### config.mk
export PLATFORM = sky130hd
export DESIGN_NAME = cic_decim_mc_flat
export DESIGN_NICKNAME = d
export VERILOG_FILES = /design/src/rtl/cic_decim_mc_if.sv /design/src/rtl/cic_decim_mc.sv /design/src/flat_wrapper.sv
export SDC_FILE = /design/constraint.sdc
export NUM_CORES = 2
export LEC_CHECK = 0
export BUFFER_PORTS_ARGS = -buffer_cell sky130_fd_sc_hd__buf_4
export CORE_MARGIN = 5
export CORE_UTILIZATION = 25
export DETAILED_ROUTE_END_ITERATION = 8
export PLACE_DENSITY = 0.48
export SLEW_MARGIN = 40
export SYNTH_ARGS = -nofsm -noshare
export SYNTH_HDL_FRONTEND = slang
export SYNTH_SLANG_ARGS = --single-unit
### constraint.sdc
create_clock -name clock -period 9.71 [get_ports clock]
set_input_delay 1.4565 -clock clock [delete_from_list [all_inputs] [get_ports clock]]
set_output_delay 1.4565 -clock clock [all_outputs]
set_load 0.01 [all_outputs]
### src/rtl/cic_decim_mc_if.sv
// Sample bus of the multichannel CIC decimator: input samples in, decimated samples out.
// strobe_in / strobe_out are one-cycle qualifiers with no ready. The receiver takes every
// strobed word on the edge where its strobe is high, and nothing can stall the sender.
interface cic_decim_mc_if #(
    parameter int BW  = 16,
    parameter int NCH = 2
);
    logic              strobe_in;
    logic [NCH*BW-1:0] signal_in;
    logic              strobe_out;
    logic [NCH*BW-1:0] signal_out;

    modport master (output strobe_in, signal_in, input strobe_out, signal_out);
    modport slave  (input strobe_in, signal_in, output strobe_out, signal_out);
endinterface

### src/rtl/cic_decim_mc.sv
// N-stage CIC decimator for NCH channels sharing one strobe and one programmable rate.
// Integrators run at the input rate; the comb is a valid-qualified pipeline with round-half-up gain normalisation.
module cic_decim_mc #(
    parameter int BW            = 16,
    parameter int N             = 4,
    parameter int LOG2_MAX_RATE = 7,
    parameter int NCH           = 2
) (
    input  logic                   clock,
    input  logic                   reset_n,
    input  logic                   enable,
    input  logic [LOG2_MAX_RATE:0] rate,
    cic_decim_mc_if.slave          bus
);
    localparam int W  = BW + N * LOG2_MAX_RATE;
    localparam int RW = LOG2_MAX_RATE + 1;
    localparam int SW = $clog2(N * LOG2_MAX_RATE + 1);

    logic [RW-1:0] rl_q, cnt_q, dec_r_q;
    logic          loaded_q, dec_q, samp_v_q, strobe_q;
    logic [W-1:0]  integ_q [NCH][N];
    logic [W-1:0]  integ_d [NCH][N];
    logic [W-1:0]  samp_q  [NCH];
    logic [W-1:0]  comb_q  [NCH][N];
    logic [W-1:0]  dly_q   [NCH][N];
    logic [N-1:0]  comb_v_q;
    logic [SW-1:0] samp_s_q;
    logic [SW-1:0] comb_s_q [N];
    logic [NCH*BW-1:0] out_q, res_w;

    logic [RW-1:0]       rate_n, r_eff;
    logic                wrap;
    logic [W-1:0]        run;
    logic signed [W:0]   wide, half;

    // N * ceil(log2(r)); r is never 0 here
    function automatic logic [SW-1:0] shift_of(input logic [RW-1:0] r);
        logic [RW:0] p;
        int          l;
        p = (RW+1)'(1);
        l = 0;
        for (int i = 0; i < LOG2_MAX_RATE; i++) begin
            if ({1'b0, r} > p) l = i + 1;
            p = p << 1;
        end
        return SW'(l * N);
    endfunction

    // Until the first enabled edge after reset the live rate input stands in for R_l
    assign rate_n = (rate == '0) ? RW'(1) : rate;
    assign r_eff  = loaded_q ? rl_q : rate_n;
    assign wrap   = (cnt_q == r_eff - 1'b1);

    always_comb begin
        run = '0;
        for (int c = 0; c < NCH; c++) begin
            run = {{(W-BW){bus.signal_in[c*BW+BW-1]}}, bus.signal_in[c*BW +: BW]};
            for (int k = 0; k < N; k++) begin
                run           = integ_q[c][k] + run;
                integ_d[c][k] = run;
            end
        end
    end

    always_comb begin
        res_w = '0;
        wide  = '0;
        half  = '0;
        for (int c = 0; c < NCH; c++) begin
            wide = {comb_q[c][N-1][W-1], comb_q[c][N-1]};
            half = '0;
            if (comb_s_q[N-1] != '0) half[comb_s_q[N-1] - 1'b1] = 1'b1;
            wide = (wide + half) >>> comb_s_q[N-1];
            res_w[c*BW +: BW] = wide[BW-1:0];
        end
    end

    always_ff @(posedge clock or negedge reset_n) begin
        if (!reset_n) begin
            rl_q     <= RW'(1);
            loaded_q <= 1'b0;
            cnt_q    <= '0;
            dec_q    <= 1'b0;
            dec_r_q  <= '0;
            samp_v_q <= 1'b0;
            samp_s_q <= '0;
            comb_v_q <= '0;
            strobe_q <= 1'b0;
            out_q    <= '0;
            for (int k = 0; k < N; k++) comb_s_q[k] <= '0;
            for (int c = 0; c < NCH; c++) begin
                samp_q[c] <= '0;
                for (int k = 0; k < N; k++) begin
                    integ_q[c][k] <= '0;
                    comb_q[c][k]  <= '0;
                    dly_q[c][k]   <= '0;
                end
            end
        end else if (!enable) begin
            rl_q     <= rate_n;
            loaded_q <= 1'b1;
            cnt_q    <= '0;
            dec_q    <= 1'b0;
            dec_r_q  <= '0;
            samp_v_q <= 1'b0;
            samp_s_q <= '0;
            comb_v_q <= '0;
            strobe_q <= 1'b0;
            out_q    <= '0;
            for (int k = 0; k < N; k++) comb_s_q[k] <= '0;
            for (int c = 0; c < NCH; c++) begin
                samp_q[c] <= '0;
                for (int k = 0; k < N; k++) begin
                    integ_q[c][k] <= '0;
                    comb_q[c][k]  <= '0;
                    dly_q[c][k]   <= '0;
                end
            end
        end else begin
            loaded_q <= 1'b1;
            if (!loaded_q) rl_q <= rate_n;
            dec_q <= 1'b0;
            if (bus.strobe_in) begin
                for (int c = 0; c < NCH; c++)
                    for (int k = 0; k < N; k++) integ_q[c][k] <= integ_d[c][k];
                if (wrap) begin
                    cnt_q   <= '0;
                    rl_q    <= rate_n;
                    dec_q   <= 1'b1;
                    dec_r_q <= r_eff;
                end else begin
                    cnt_q <= cnt_q + 1'b1;
                end
            end
            // Sampler and comb stages advance one slot per cycle behind their valid bits
            samp_v_q <= dec_q;
            if (dec_q) begin
                samp_s_q <= shift_of(dec_r_q);
                for (int c = 0; c < NCH; c++) samp_q[c] <= integ_q[c][N-1];
            end
            comb_v_q[0] <= samp_v_q;
            if (samp_v_q) begin
                comb_s_q[0] <= samp_s_q;
                for (int c = 0; c < NCH; c++) begin
                    comb_q[c][0] <= samp_q[c] - dly_q[c][0];
                    dly_q[c][0]  <= samp_q[c];
                end
            end
            for (int k = 1; k < N; k++) begin
                comb_v_q[k] <= comb_v_q[k-1];
                if (comb_v_q[k-1]) begin
                    comb_s_q[k] <= comb_s_q[k-1];
                    for (int c = 0; c < NCH; c++) begin
                        comb_q[c][k] <= comb_q[c][k-1] - dly_q[c][k];
                        dly_q[c][k]  <= comb_q[c][k-1];
                    end
                end
            end
            strobe_q <= comb_v_q[N-1];
            if (comb_v_q[N-1]) out_q <= res_w;
        end
    end

    assign bus.strobe_out = strobe_q;
    assign bus.signal_out = out_q;
endmodule

### src/flat_wrapper.sv
// flat-port wrapper written by rule: the top's interface ports become plain ports
module cic_decim_mc_flat 
#(
    parameter int BW            = 16,
    parameter int N             = 4,
    parameter int LOG2_MAX_RATE = 7,
    parameter int NCH           = 2
)
  (clock, reset_n, enable, rate, bus_strobe_in, bus_signal_in, bus_strobe_out, bus_signal_out);
  cic_decim_mc_if #(.BW(BW), .NCH(NCH)) bus_i ();
  input  logic clock;
  input  logic reset_n;
  input  logic enable;
  input  logic [LOG2_MAX_RATE:0] rate;
  input wire logic [$bits(bus_i.strobe_in)-1:0] bus_strobe_in;
  input wire logic [$bits(bus_i.signal_in)-1:0] bus_signal_in;
  output wire logic [$bits(bus_i.strobe_out)-1:0] bus_strobe_out;
  output wire logic [$bits(bus_i.signal_out)-1:0] bus_signal_out;
  assign bus_i.strobe_in = bus_strobe_in;
  assign bus_i.signal_in = bus_signal_in;
  assign bus_strobe_out = bus_i.strobe_out;
  assign bus_signal_out = bus_i.signal_out;
  cic_decim_mc #(.BW(BW), .N(N), .LOG2_MAX_RATE(LOG2_MAX_RATE), .NCH(NCH)) u_core (.clock(clock), .reset_n(reset_n), .enable(enable), .rate(rate), .bus(bus_i));
endmodule
## Yosys cells after proc, flatten, opt, wreduce, memory -nomap -nowiden

Index checks and enable logic that the tools add are counted.
Widths: inputs -> output; s select.

| word-level totals | value |
|---|---|
| register bits after elaboration | 1233 |
| bits in latches | 0 |
| RAM bits | 0 |
| ROM bits | 0 |
| input bits | 44 |
| output and inout bits | 33 |
| word-level logic and storage cells | 143 |
| memories kept | 0 |

| cells by class | value |
|---|---|
| add/subtract/negate cells | 21 |
| $mul | 0 |
| div/mod/pow operators | 0 |
| magnitude comparators | 9 |
| eq/ne operators | 9 |
| shift operators | 2 |
| muxes and demuxes | 58 |
| bitwise gates (word level) | 0 |
| reduce and logical (&&, ||, !) cells | 4 |

Operators with widths:

| operator | count |
|---|---|
| $mux 352 | 4 |
| $mux 44 | 16 |
| $add 44x44->44 | 8 |
| $sub 44x44->44 | 8 |
| $mux 88 | 2 |
| $mux 32 | 3 |
| $add 44x33->45 | 2 |
| $sshr 45x5->16 | 2 |
| $mux 8 | 11 |
| $mux 5 | 6 |
| $mux 20 | 1 |
| $ne 2x1->1 const B | 8 |
| $mux 3 | 4 |
| $add 8x1->8 const B | 1 |
| $eq 8x8->1 | 1 |
| $gt 8x1->1 const B | 1 |
| $gt 8x2->1 const B | 1 |
| $gt 8x3->1 const B | 1 |
| $gt 8x4->1 const B | 1 |
| $gt 8x5->1 const B | 1 |
| $gt 8x6->1 const B | 1 |
| $gt 8x7->1 const B | 1 |
| $logic_not 8->1 | 1 |
| $sub 8x1->8 const B | 1 |
| 10 further kinds | 17 |

## Longest topological paths before layout

| logic depth | value |
|---|---|
| depth after elaboration | 10 |
| depth in mapped cells | 51 |
| depth with buffers taken out | 51 |

## Worst setup path after synthesis

No wires, ideal clock.

| timing path | value |
|---|---|
| path kind | input-to-reg |
| start | input bus_signal_in[16] |
| end | register u_core.integ_q[43] (netlist name) |
| setup time | 0.123 ns |
| arrival | 9.607 ns |
| slack | -0.019 ns |
| stages on the path | 47 |
| buffers on the path | 1 |
| cells stage by stage | ha_1 > inv_1 > fa_1 > nor2b_1 > o21ai_0 > a21boi_0 > o21ai_0 > a21boi_0 > o21ai_0 > a21boi_0 > o21ai_0 > nand2b_1 > xor2_1 > ha_1 > a211o_1 > o41ai_4 > nor2_1 > o31a_1 > [... 11 more ...] > nand2b_1 > a31oi_1 > o31ai_2 > a311oi_1 > nor2_1 > xor2_1 > ha_1 > clkbuf_1 > a21o_1 > a21oi_1 > o21bai_1 > a21o_1 > a221oi_1 > o21ai_0 > a21oi_1 > xor2_1 > nand2_1 > mux2i_1 |

| between the ends | value |
|---|---|
| cells in the longest elaborated chain, start to end | 6 |

RTL lines:

| item | RTL line | source |
|---|---|---|
| from (decl) | flat_wrapper.sv:16 | `input wire logic [$bits(bus_i.signal_in)-1:0] bus_signal_in;` |
| $add 44x44->44 (4 in a row) | cic_decim_mc.sv:59 | `run = integ_q[c][k] + run;` |
| $mux 352 | cic_decim_mc.sv:123 | `if (bus.strobe_in) begin` |
| $mux 352 | cic_decim_mc.sv:99 | `end else if (!enable) begin` |
| to (signal, indexed assignment) | cic_decim_mc.sv:94 | `integ_q[c][k] <= '0;` |
| to (signal, indexed assignment) | cic_decim_mc.sv:114 | `integ_q[c][k] <= '0;` |
| to (decl) | cic_decim_mc.sv:21 | `logic [W-1:0] integ_q [NCH][N];` |

No other way between the ends. The select of a mux whose other input is x is not followed.
A chain may end at the register's enable or synchronous reset.

## Worst setup path after layout

| timing path | value |
|---|---|
| start | input bus_signal_in[0] |
| end | register u_core.integ_q[219] (netlist name) |

The elaborated chain is that of the path after synthesis.

==> flow_summary.ini <==
[logic_synthesis]
ys.flop_type = dfrtp_1
synth.top_cell.area_share_pct = 35.2
synth_cell_types = 98
synthArstFlopShare_pct = 100
syn-num-nets = 10400
synth-seq-cells = 1223
synth_area_leaders = dfrtp_1 (35%), mux2i_1 (11%), ha_1 (10%), nor2_1 (6.1%), xnor2_1 (4.2%)
post-synth-top-count-cell = nor2_1
avgSynthCellArea_um2 = 8.98
yosysTopAreaCell = dfrtp_1
synth_edf_count = 0
syn_area_mm2 = 0.0868
synth_common_cells = nor2_1 (1410), dfrtp_1 (1222), mux2i_1 (931)
yosys_warnings = 0
ys_seq_area_share_pct = 35.2
synth_cells = 9675

[die]
die_w_um = 599
io_pins = 77
core_area_mm2 = 0.346
fp.dieH_um = 599
die_area_mm2 = 0.359
rows = 216
start_util_pct = 25.1

[route]
wl_per_cell_um = 15.1
first_iter_violations = 3572
drc = 0
routed_wl_um = 222000
vias = 67200
vias_per_cell = 4.57
first_pass_iters = 6
final_antenna_net_count = 0

[setup_path]
slowest_stage = o41ai_2
criticalPathCategory = in -> reg
end_kind = register
crit_fanout = 4
cp_slowest_stage_delay_ns = 0.52
cp_common_cell = a21oi_1
r2r_start = u_core.integ_q[308]
crit_start = bus_signal_in[0]
cp.arrival_ns = 9.63
worstPathRequired_ns = 10.38
crit_path_start_kind = input port

[grt]
grt-ovfl-total = 0
grt_pass1_wl_um = 367000
grt_pass1_vias = 66000
track_usage_pct = 12.1
grt_max_degree = 142
antenna_found_initial = 2

[timing]
fin_crit_ns = 8.96
setup-tns-final_ns = 0
fin_hold_ws_ns = 0.485
finalHoldViolations = 0
worst_slew_pin_slew_ns = 0.911
timing.slew.headroom_pct = 39.3
clock_skew_ns = 0.0474
maxSlewViolCount = 0
clock.fmax_mhz = 112
period_share_pct = 92.3
setup_viol = 0

[place]
dp_hpwl_um = 162000
globalplace.congestion = 0.816
io_buffers = 76
place_inst = 14400
place_area_mm2 = 0.0953

[clock_tree]
clock-sinks = 1223
ctsHtreeMaxLevel = 4
cts_buffers = 164
ctsLongestPathBuffers = 4
clk_root_buffer_cell = clkbuf_16
cts_hold_buf = 0
path_clk_slew_ns = 0.05
cts_tree = built
insertion_delay_ns = 0.82

[final_layout]
syn_to_final_growth_pct = 16.3
final_cells = 14700
final_cell_area_mm2 = 0.101
drive_gt1_share_pct = 8.82
nets = 10800

[job]
maxCapViolations = 0

[power]
p_per_area_mw_per_mm2 = 301
power_leakage_nw = 46.7
ir_drop_mv = 0.196

[status]
status = complete, no violations

[min_path]
hold_class = reg -> reg
worstHoldStart = u_core.bus.signal_out[24]
-- state kept, by name, summed over array words and instances, names as in the netlist --
signal and cells:
u_core.bus.signal_out 32, u_core.bus.strobe_out 1, u_core.cnt_q 8, u_core.comb_q 352, u_core.comb_s_q 12, u_core.comb_v_q 4, u_core.dec_q 1, u_core.dec_r_q 8
u_core.dly_q 352, u_core.integ_q 352, u_core.loaded_q 1, u_core.rl_q 8, u_core.samp_q 88, u_core.samp_s_q 3, u_core.samp_v_q 1
-- power by group --
group / internal [W] / switching (W) / total [W]
clock network: 0.00376 / 0.00239 / 0.00615
registers: 0.00559 / 0.000343 / 0.00594
logic: 0.00867 / 0.00967 / 0.0183
-- final timing paths --
| path | end | slack, ns | depth (start not counted) |
|---|---|---|---|
| worst max-delay path | u_core.integ_q[219] | 0.75 | 46 |
| worst min-delay path | u_core.bus.signal_out[24] | 0.49 | 1 |
| worst max register to register | u_core.integ_q[219] | 1.15 | 45 |
| worst min register to register | u_core.bus.signal_out[24] | 0.49 | 1 |
| max in group asynchronous | u_core.bus.signal_out[9] | 7.19 | 4 |
| min in group asynchronous | u_core.integ_q[138] | 0.60 | 1 |
-- per-stage QoR --
stage                     utilization (%)  total power (W)  worst slack, ns
after floorplan                         -           0.0182           0.0664
after global placement               27.5           0.0244           -0.719
after detailed placement             27.5           0.0243           -0.682
after CTS                            29.1           0.0307            0.174
after global routing                 29.2           0.0332          -0.0245
final                                29.2           0.0304            0.750
-- metal layers --
metal | up-vias | routed length [µm] | track usage, %
met1 | 31400 | 118000 | 18.3
met2 | 604 | 94400 | 18.7
met4 | 0 | 4180 | 2.32
met3 | 251 | 5300 | 1.39
li1 | 35000 | - | -
met5 | - | 0 | 0
-- layout make-up --
type                    count  area [µm²]
repair buffers            518        4240
inverters                 585        2200
multi-input cells        7504       52800
clock buffers             229        4680
diodes                      1        2.50
well taps                4578        5730
flip-flops and latches   1223       30600
fillers                 36600      245000
clock inverters            56         726
-- critical path: cells and delay by family --
| kind | cells | cell delay, ns |
|---|---|---|
| AO/OA/AOI/OAI | 25 | 4.50 |
| buffers and inverters | 3 | 0.39 |
| AND/OR/NAND/NOR | 8 | 0.81 |
| multiplexers | 2 | 0.38 |
| XOR/XNOR | 3 | 0.45 |
| adder cells (fa/ha/maj) | 5 | 1.64 |
-- repair_timing --
| action | in CTS | in global routing |
|---|---|---|
| setup buffers | 0 | 4 |
| gates resized for setup | 0 | 23 |
| setup endpoints to repair | 0 | 16 |
-- cells by family (layout without fill, tap and decap cells) --
kind of cell | after synthesis | after routing | share of synthesized area [%]
AND/OR/NAND/NOR | 2760 | 2760 | 14.1
AO/OA/AOI/OAI | 2397 | 2397 | 18.0
flip-flops | 1223 | 1223 | 35.2
multiplexers | 956 | 956 | 11.2
buffers and inverters | 948 | 1388 | 4.10
adder cells (fa/ha/maj) | 728 | 728 | 10.6
XOR/XNOR | 662 | 662 | 6.70
other | 1 | 2 | 0.00432
-- layout by cell type (no fill, tap or decap), drive strengths merged, types with 40 or more instances in the layout --
cell,Yosys,routed
nor2,1410,1410
dfrtp,1222,1222
mux2i,931,931
ha,712,712
a21oi,708,708
inv,584,588
buf,72,518
nand2,512,512
o21ai,450,450
xnor2,414,414
a21o,388,388
xor2,247,247
clkbuf,291,229
nand3,162,162
o21bai,128,128
nor2b,105,105
nor3,104,104
a211oi,99,99
nand4,94,94
nand2b,93,93
and3,86,86
o21a,83,83
a31oi,78,78
a22o,75,75
and2,50,50
o211ai,44,44
or3,40,40
(Power assumes the default switching activity.)
